**config.mk**
```make
export PLATFORM = sky130hd
export DESIGN_NAME = decode_stage
export DESIGN_NICKNAME = d
export VERILOG_FILES = /design/src/rtl/riscv_pkg.sv /design/src/rtl/decode_imm_gen.sv /design/src/rtl/decode_stage.sv
export SDC_FILE = /design/constraint.sdc
export NUM_CORES = 1
export LEC_CHECK = 0
export ABC_AREA = 1
export BUFFER_PORTS_ARGS = -buffer_cell sky130_fd_sc_hd__buf_4
export CAP_MARGIN = 10
export CORE_MARGIN = 4
export CORE_UTILIZATION = 53
export DETAILED_ROUTE_END_ITERATION = 8
export PLACE_DENSITY_LB_ADDON = 0.25
export SLEW_MARGIN = 20
export SYNTH_ARGS = -nofsm -noshare
export SYNTH_HDL_FRONTEND = slang
export SYNTH_HIERARCHICAL = 1
export SYNTH_SLANG_ARGS = --single-unit
```
**constraint.sdc**
```tcl
create_clock -name clk_i -period 2.75 [get_ports clk_i]
set_clock_uncertainty 0.05 [all_clocks]
set_input_delay 0.275 -clock clk_i [delete_from_list [all_inputs] [get_ports clk_i]]
set_output_delay 0.275 -clock clk_i [all_outputs]
set_load 0.005 [all_outputs]
```
**src/rtl/riscv_pkg.sv**
```systemverilog
// Shared RISC-V base-ISA constants: major opcodes, instruction format codes
// and the opcode-to-format mapping used by the decode stage.
package riscv_pkg;

    localparam logic [6:0] OPC_LOAD   = 7'b0000011;
    localparam logic [6:0] OPC_FENCE  = 7'b0001111;
    localparam logic [6:0] OPC_OP_IMM = 7'b0010011;
    localparam logic [6:0] OPC_AUIPC  = 7'b0010111;
    localparam logic [6:0] OPC_STORE  = 7'b0100011;
    localparam logic [6:0] OPC_OP     = 7'b0110011;
    localparam logic [6:0] OPC_LUI    = 7'b0110111;
    localparam logic [6:0] OPC_BRANCH = 7'b1100011;
    localparam logic [6:0] OPC_JALR   = 7'b1100111;
    localparam logic [6:0] OPC_JAL    = 7'b1101111;
    localparam logic [6:0] OPC_SYSTEM = 7'b1110011;

    typedef enum logic [2:0] {
        FMT_R    = 3'd0,
        FMT_I    = 3'd1,
        FMT_S    = 3'd2,
        FMT_B    = 3'd3,
        FMT_U    = 3'd4,
        FMT_J    = 3'd5,
        FMT_NONE = 3'd7
    } fmt_e;

    function automatic fmt_e opcode_to_fmt(input logic [6:0] opc);
        fmt_e fmt;
        case (opc)
            OPC_OP:                                  fmt = FMT_R;
            OPC_OP_IMM, OPC_LOAD, OPC_JALR:          fmt = FMT_I;
            OPC_SYSTEM, OPC_FENCE:                   fmt = FMT_I;
            OPC_STORE:                               fmt = FMT_S;
            OPC_BRANCH:                              fmt = FMT_B;
            OPC_LUI, OPC_AUIPC:                      fmt = FMT_U;
            OPC_JAL:                                 fmt = FMT_J;
            default:                                 fmt = FMT_NONE;
        endcase
        return fmt;
    endfunction

endpackage

```
**src/rtl/decode_imm_gen.sv**
```systemverilog
// Combinational immediate generator: picks the immediate layout by format
// and sign-extends it from instr[31] to XLEN bits.
module decode_imm_gen
    import riscv_pkg::*;
#(
    parameter int XLEN = 32
) (
    input  logic [31:0]     instr,
    input  fmt_e            fmt,
    output logic [XLEN-1:0] imm
);

    logic [31:0] imm32;

    always_comb begin
        imm32 = '0;
        case (fmt)
            FMT_I: imm32 = {{20{instr[31]}}, instr[31:20]};
            FMT_S: imm32 = {{20{instr[31]}}, instr[31:25], instr[11:7]};
            FMT_B: imm32 = {{19{instr[31]}}, instr[31], instr[7], instr[30:25],
                            instr[11:8], 1'b0};
            FMT_U: imm32 = {instr[31:12], 12'h000};
            FMT_J: imm32 = {{11{instr[31]}}, instr[31], instr[19:12], instr[20],
                            instr[30:21], 1'b0};
            default: imm32 = '0;
        endcase
    end

    // Every 32-bit form already carries its sign in bit 31.
    if (XLEN > 32) begin : g_wide
        assign imm = {{(XLEN-32){imm32[31]}}, imm32};
    end else begin : g_narrow
        assign imm = imm32;
    end

endmodule

```
**src/rtl/decode_stage.sv**
```systemverilog
// Single registered decode stage with valid/ready handshake: slices fields,
// classifies format, builds the immediate and flags unsupported encodings.
module decode_stage
    import riscv_pkg::*;
#(
    parameter int XLEN      = 32,
    parameter bit EN_SYSTEM = 1'b1
) (
    input  logic            clk_i,
    input  logic            rst_ni,

    input  logic            in_valid_i,
    output logic            in_ready_o,
    input  logic [31:0]     instr_i,
    input  logic [XLEN-1:0] pc_i,

    input  logic            flush_i,

    output logic            out_valid_o,
    input  logic            out_ready_i,
    output logic [XLEN-1:0] pc_o,
    output logic [6:0]      opcode_o,
    output logic [2:0]      funct3_o,
    output logic [6:0]      funct7_o,
    output logic [4:0]      rs1_o,
    output logic [4:0]      rs2_o,
    output logic [4:0]      rd_o,
    output logic [XLEN-1:0] imm_o,
    output logic [2:0]      fmt_o,
    output logic            illegal_o
);

    logic            out_valid_q;
    logic [31:0]     instr_q;
    logic [XLEN-1:0] pc_q;
    logic [XLEN-1:0] imm_q;
    fmt_e            fmt_q;
    logic            illegal_q;

    logic [6:0]      opc_d;
    logic [6:0]      funct7_d;
    fmt_e            fmt_d;
    logic            illegal_d;
    logic [XLEN-1:0] imm_d;
    logic            capture;

    assign in_ready_o = !out_valid_q || out_ready_i;
    assign capture    = in_valid_i && in_ready_o && !flush_i;

    assign opc_d    = instr_i[6:0];
    assign funct7_d = instr_i[31:25];
    assign fmt_d    = opcode_to_fmt(opc_d);

    always_comb begin
        illegal_d = 1'b0;
        if (instr_i[1:0] != 2'b11)
            illegal_d = 1'b1;
        if (fmt_d == FMT_NONE)
            illegal_d = 1'b1;
        if (opc_d == OPC_OP && funct7_d != 7'h00 && funct7_d != 7'h20)
            illegal_d = 1'b1;
        if (!EN_SYSTEM && (opc_d == OPC_SYSTEM || opc_d == OPC_FENCE))
            illegal_d = 1'b1;
    end

    decode_imm_gen #(.XLEN(XLEN)) u_imm_gen (
        .instr (instr_i),
        .fmt   (fmt_d),
        .imm   (imm_d)
    );

    // Flush only kills the valid bit; payload registers keep their last value.
    always_ff @(posedge clk_i or negedge rst_ni) begin
        if (!rst_ni) begin
            out_valid_q <= 1'b0;
            instr_q     <= '0;
            pc_q        <= '0;
            imm_q       <= '0;
            fmt_q       <= FMT_NONE;
            illegal_q   <= 1'b0;
        end else if (flush_i) begin
            out_valid_q <= 1'b0;
        end else if (capture) begin
            out_valid_q <= 1'b1;
            instr_q     <= instr_i;
            pc_q        <= pc_i;
            imm_q       <= imm_d;
            fmt_q       <= fmt_d;
            illegal_q   <= illegal_d;
        end else if (out_ready_i) begin
            out_valid_q <= 1'b0;
        end
    end

    assign out_valid_o = out_valid_q;
    assign pc_o        = pc_q;
    assign opcode_o    = instr_q[6:0];
    assign rd_o        = instr_q[11:7];
    assign funct3_o    = instr_q[14:12];
    assign rs1_o       = instr_q[19:15];
    assign rs2_o       = instr_q[24:20];
    assign funct7_o    = instr_q[31:25];
    assign imm_o       = imm_q;
    assign fmt_o       = fmt_q;
    assign illegal_o   = illegal_q;

endmodule

```
After elaboration in Yosys (flattened, before gate mapping)
Index checks and enable logic that the tools add are counted.
- flip-flop bits (word level): 101
- word-level logic and storage cells: 46
- output and inout port bits: 102
- bits of input ports: 69
- reduce and logical (&&, ||, !) cells: 12
- mux-type cells: 8
- eq/ne operators: 19
- bitwise gates (word level): 1
- operators with widths (kind ; count):
    $pmux W32 S5 ; 1
    $eq A7 B7 Y1 const B ; 4
    $eq A7 B6 Y1 const B ; 3
    $pmux W3 S6 ; 1
    $eq A7 B5 Y1 const B ; 2
    $eq A3 B3 Y1 const B ; 3
    $eq A7 B2 Y1 const B ; 1
    $eq A7 B4 Y1 const B ; 1
    $ne A7 B6 Y1 const B ; 1
    $reduce_bool A7 Y1 ; 1
    $eq A3 B2 Y1 const B ; 2
    $mux W1 ; 6
    $reduce_or A5 Y1 ; 1
    $logic_and A1 B1 Y1 ; 4
    $eq A3 B1 Y1 const B ; 1
    $reduce_bool A3 Y1 ; 1
    $logic_not A1 Y1 ; 2
    $ne A2 B2 Y1 const B ; 1
    $reduce_and A2 Y1 ; 1
    $reduce_or A2 Y1 ; 1
    $logic_or A1 B1 Y1 ; 1
    $not A1 Y1 ; 1

Logic depth before layout (Yosys ltp)
- depth after elaboration: 6
- gate-level depth with buffers: 17
- depth with buffers taken out: 15

Hierarchy
Netlist, hierarchy kept.
- modules (own cells, without submodules) (module ; seq. area each (sq um) ; area each (sq um) ; cells an instance ; times used):
    decode_stage ; 2531.2 ; 3978.8 ; 473 ; 1
    decode_imm_gen ; 0.0 ; 455.4 ; 92 ; 1

Least setup slack after synthesis
No wires, ideal clock.
- kind: input-to-reg
- start: in instr_i[4]
- end: reg imm_q[10], in the netlist imm_o[10]
- setup time: 0.065 ns
- required time: 2.635 ns
- arrival time: 1.598 ns
- buffers on the path: 2
- cell stages on the path: 17
- slack: 1.037 ns
- path through: inv_1 nand2_1 nor2_1 nand2_1 nand2_1 nor2_1 nand2_1 nand2_1 buf_6 inv_2 buf_6 nand2_1 o21ai_1 inv_1 nor2_1 nand2_1 nand2_1
- longest elaborated chain between the ends: 5
- elaborated cells between the ends (all ways): 20
- those cells by class: eq/ne: 16; mux: 2; reduce/logical: 2
- ends and longest elaborated chain (item ; RTL line ; RTL):
    start: declaration ; decode_stage.sv:14 ; input logic [31:0] instr_i,
    $eq A7 B7 Y1 (tied with other cells) ; riscv_pkg.sv:29 ; case (opc)
    $reduce_or A5 Y1 (no source line) or $reduce_or A2 Y1 (tied branches) ; -- ;
    $pmux W3 S6 (*) ; riscv_pkg.sv:29 ;
    net fmt_d[1] ; decode_stage.sv:42 ; fmt_e fmt_d;
    $eq A3 B3 Y1 (tied with other cells) ; decode_imm_gen.sv:17 ; case (fmt)
    $pmux W32 S5 (*) ; decode_imm_gen.sv:17 ;
    net imm_d[10] ; decode_stage.sv:44 ; logic [XLEN-1:0] imm_d;
    end signal: assignment ; decode_stage.sv:87 ; imm_q <= imm_d;
    end: declaration ; decode_stage.sv:36 ; logic [XLEN-1:0] imm_q;
Mark *: on every way through the listed nets, which the timed path passes. The rest lies on a longest branch.
A chain may end at the register's enable or synchronous reset.

Final worst setup path
- start: in instr_i[4]
- end: reg imm_q[21], in the netlist imm_o[21]
Same word-level chain as after synthesis.

==> summary.txt <==
Route
  – Aggregate routed wire length: 12000 microns
  – Total number of vias: 4209
  – Pre-Repair DR Iteration Count: 5
  – Routed wire length per instance: 14.4 microns
  – Number of nets with antenna violations after routing: 0
  – DRT iter0 DRCs: 202
  – Number of vias per cell: 5.05
  – Number of DRC violations after detailed routing: 0

Critical path
  – Slowest CP cell: sky130_fd_sc_hd__nand4_1
  – Maximum fanout along the worst path: 20
  – Startpoint class of the critical path: input port
  – Biggest cell delay along the critical path: 0.42 ns
  – Worst Path Class, Setup: input port to flip-flop
  – Worst reg-to-reg setup slack: 1.04 ns
  – Crit path arrival time: 2.54 ns
  – Req. time, crit path: 3.00 ns
  – List of cells traversed by the critical path: buf_4 > inv_1 > nand2_1 > nor2_1 > nand2_1 > nand2_1 > nor2_1 > nand2_1 > nand2_1 > inv_2 > nand4_1 > nand3_1 > nand2_1 > nand2_1
  – Timing endpoint of the critical path: imm_o[21]$_DFFE_PN0P_
  – Most numerous cell on the critical path: sky130_fd_sc_hd__nand2_1
  – Critical R2R Launch: out_valid_o$_DFFE_PN0P_
  – Critical path capture point type: flip-flop
  – Worst reg2reg path depth: 7
  – Critical path startpoint: instr_i[4]
  – Endpoint of the worst register-to-register path: illegal_o$_DFFE_PN0P_

GRT
  – Remaining Overflow, GRT: 0
  – Wire length of the first global-routing pass: 19600 microns
  – Maximum number of pins on one net before global-route repair: 107
  – Via count of the first global-routing pass: 4085
  – Total GRT Usage: 24.7%
  – Antenna violations before repair: 0

Logic synthesis
  – List of most frequent post-synthesis cells: 321 x sky130_fd_sc_hd__nand2_1, 98 x sky130_fd_sc_hd__dfrtp_1, 47 x sky130_fd_sc_hd__nand3_1, 23 x sky130_fd_sc_hd__nor2_1, 19 x sky130_fd_sc_hd__inv_1
  – Number of flops mapped to enable cells by yosys: 0
  – Share of synthesized registers carrying an async set or reset: 100%
  – Most area-hungry cell type in the Yosys netlist: sky130_fd_sc_hd__dfrtp_1
  – Average instance area after synthesis: 7.85 sq um
  – Yosys warning count: 6
  – Seq/Total Area, Yosys: 57.1%
  – Top cell type's share of synthesized area: 55.3%
  – Predominant post-synthesis flop cell: sky130_fd_sc_hd__dfrtp_1
  – Number of flip-flops and latches in the synthesized netlist: 101
  – Most repeated cell in the gate-level netlist after synthesis: sky130_fd_sc_hd__nand2_1
  – Count of different cell masters after synthesis: 17
  – Post-synthesis net count: 634
  – Dominant cells by area after synthesis: sky130_fd_sc_hd__dfrtp_1 55%, sky130_fd_sc_hd__nand2_1 27%, sky130_fd_sc_hd__nand3_1 5.3%
  – Post-Syn Area: 0.00443 sq mm
  – Number of standard cells after synthesis: 565

Placement
  – Port Buffer Count: 170
  – Detailed placement HPWL: 8670 microns
  – Placer congestion estimate: 0.878
  – Worst setup timing slack at the placement stage: 0.151 ns

Timing
  – Min Hold Slack: 0.0267 ns
  – Min cycle time layout: 2.29 ns
  – Total of endpoints with negative setup slack in the final report: 0
  – Worst-margin pin slew: 0.719 ns
  – Final worst path period share: 83.2%
  – Max Fclk: 437 MHz
  – Slew headroom: 52.1%
  – Final critical-path setup slack: 0.463 ns
  – Final hold violation count: 0
  – Unrepaired setup endpoints after global routing: no
  – Fin Setup TNS: 0 ns
  – Final Max Slew Viols: 0

Clocking
  – Number of clock sinks: 101
  – Clock H-tree levels: 3
  – Root buf cell: sky130_fd_sc_hd__clkbuf_8
  – Clock transition at the registers of the reported paths: 0.10 ns
  – Number of instances resized during post-cts repair: 0
  – Number of buffers created by CTS: 9
  – Number of buffers between clock root and the deepest sink: 2
  – Worst-Skew Late Latency: 0.37 ns
  – CTS tree: built

Die
  – Initial Utilization: 54.2%
  – Area enclosed by the die boundary: 0.00989 sq mm
  – CORE AREA: 0.00818 sq mm
  – I/O pin count: 171
  – Height of the die: 99.5 microns
  – Die width: 99.5 microns
  – Row Count: 33

Job
  – Max-cap violation count: 0

Worst hold path
  – Min-Delay Path Class: input port to flip-flop
  – Number of cells on the worst hold path: 2

Power and ir drop
  – Total power after layout: 3.33 mW
  – Worst ir drop on vdd: 0.289 mV
  – Power density over cell area: 563 mW/mm^2
  – P_leak: 3.49 nW

Final layout
  – Antenna cell count: 0
  – Combined area of the multi-input logic cells: 0.00165 sq mm
  – Area Growth Syn to Fin: 33.5%
  – Core utilization of the finished layout: 72.4%
  – Number of fill cells: 665
  – Layout cell share with drive strength beyond 1: 27.2%
  – Register Area: 0.00253 sq mm
  – Final Net Count: 792

Outcome
  – Outcome: complete, no violations
==> worst max-delay path: cells and delay by family <==
family        cells  cell delay (ns)
simple gates     11             1.70
buf+inv           3             0.54
==> timing repair <==
item / CTS / global route
endpoints found under the setup margin: 0 / 0
hold buffers: 1 / 0
buffers inserted: 0 / 0
endpoints found under the hold margin: 56 / 0
==> kinds of logic after synthesis <==
| kind of cell | after synthesis | synth area share (%) |
|---|---|---|
| simple gates | 396 | 35.4 |
| buf+inv | 54 | 5.81 |
| flops | 101 | 57.1 |
| compound gates | 14 | 1.75 |
==> area by class of cell <==
class                      instances  share of cell area [%]
multi-input combinational        410                    27.8
tap                              105                    2.22
inverter                          23                    1.46
sequential                       101                    42.8
clock buffer                      13                    2.35
clock inverter                     3                   0.380
timing repair buffer             178                    23.0
==> power breakdown <==
| group | internal, mW | total (mW) | switching (mW) | leakage, nW |
|---|---|---|---|---|
| Combinational | 0.381 | 0.736 | 0.356 | 2.13 |
| Sequential | 1.67 | 1.78 | 0.104 | 1.29 |
| Clock | 0.331 | 0.820 | 0.489 | 0.0699 |
==> metal layers <==
metal	up-vias	GRT usage, %	share of wire [%]
li1	2045	-	-
met1	1941	31.9	41
met2	194	40.1	47
met3	29	5.47	8.4
met4	0	11.2	2.9
met5	-	0	0
==> worst min path at each step <==
stage | start | end | slack [ns]
finish | flush_i | out_valid_o$_DFFE_PN0P_ | 0.03
detailed placement | rst_ni | pc_o[24]$_DFFE_PN0P_ | 0.32
CTS | flush_i | out_valid_o$_DFFE_PN0P_ | 0.01
floorplan | rst_ni | illegal_o$_DFFE_PN0P_ | -0.07
global placement | rst_ni | pc_o[27]$_DFFE_PN0P_ | 0.31
global route | flush_i | out_valid_o$_DFFE_PN0P_ | 0.01
==> layout by cell type (no fill, tap or decap) <==
cell	synthesis	routed
sky130_fd_sc_hd__nor3_4	1	1
sky130_fd_sc_hd__inv_1	19	19
sky130_fd_sc_hd__dlygate4sd3_1	0	1
sky130_fd_sc_hd__inv_2	4	4
sky130_fd_sc_hd__o211ai_2	1	1
sky130_fd_sc_hd__dfstp_2	3	3
sky130_fd_sc_hd__clkbuf_1	9	4
sky130_fd_sc_hd__buf_4	6	175
sky130_fd_sc_hd__nand2_1	321	321
sky130_fd_sc_hd__clkinvlp_4	0	3
sky130_fd_sc_hd__nor2_1	23	23
sky130_fd_sc_hd__buf_12	0	2
sky130_fd_sc_hd__dfrtp_1	98	98
sky130_fd_sc_hd__a21oi_1	4	4
sky130_fd_sc_hd__clkbuf_8	0	9
sky130_fd_sc_hd__o21ai_0	8	8
sky130_fd_sc_hd__nand4_1	4	4
sky130_fd_sc_hd__o21ai_1	1	1
sky130_fd_sc_hd__nand3_1	47	47
==> state kept, by name (all words and copies together), names as in the netlist <==
register,cells
illegal_o,1
pc_o,32
imm_o,32
fmt_o,3
instr_q,32
out_valid_o,1
==> metrics by stage <==
step	cell area, sq um	cells
detailed placement	5750	816
CTS	5920	833
finish	5920	833
global route	5920	833
floorplan	4430	565
global placement	5750	816
No activity file was read; power rests on OpenSTA's default activity.
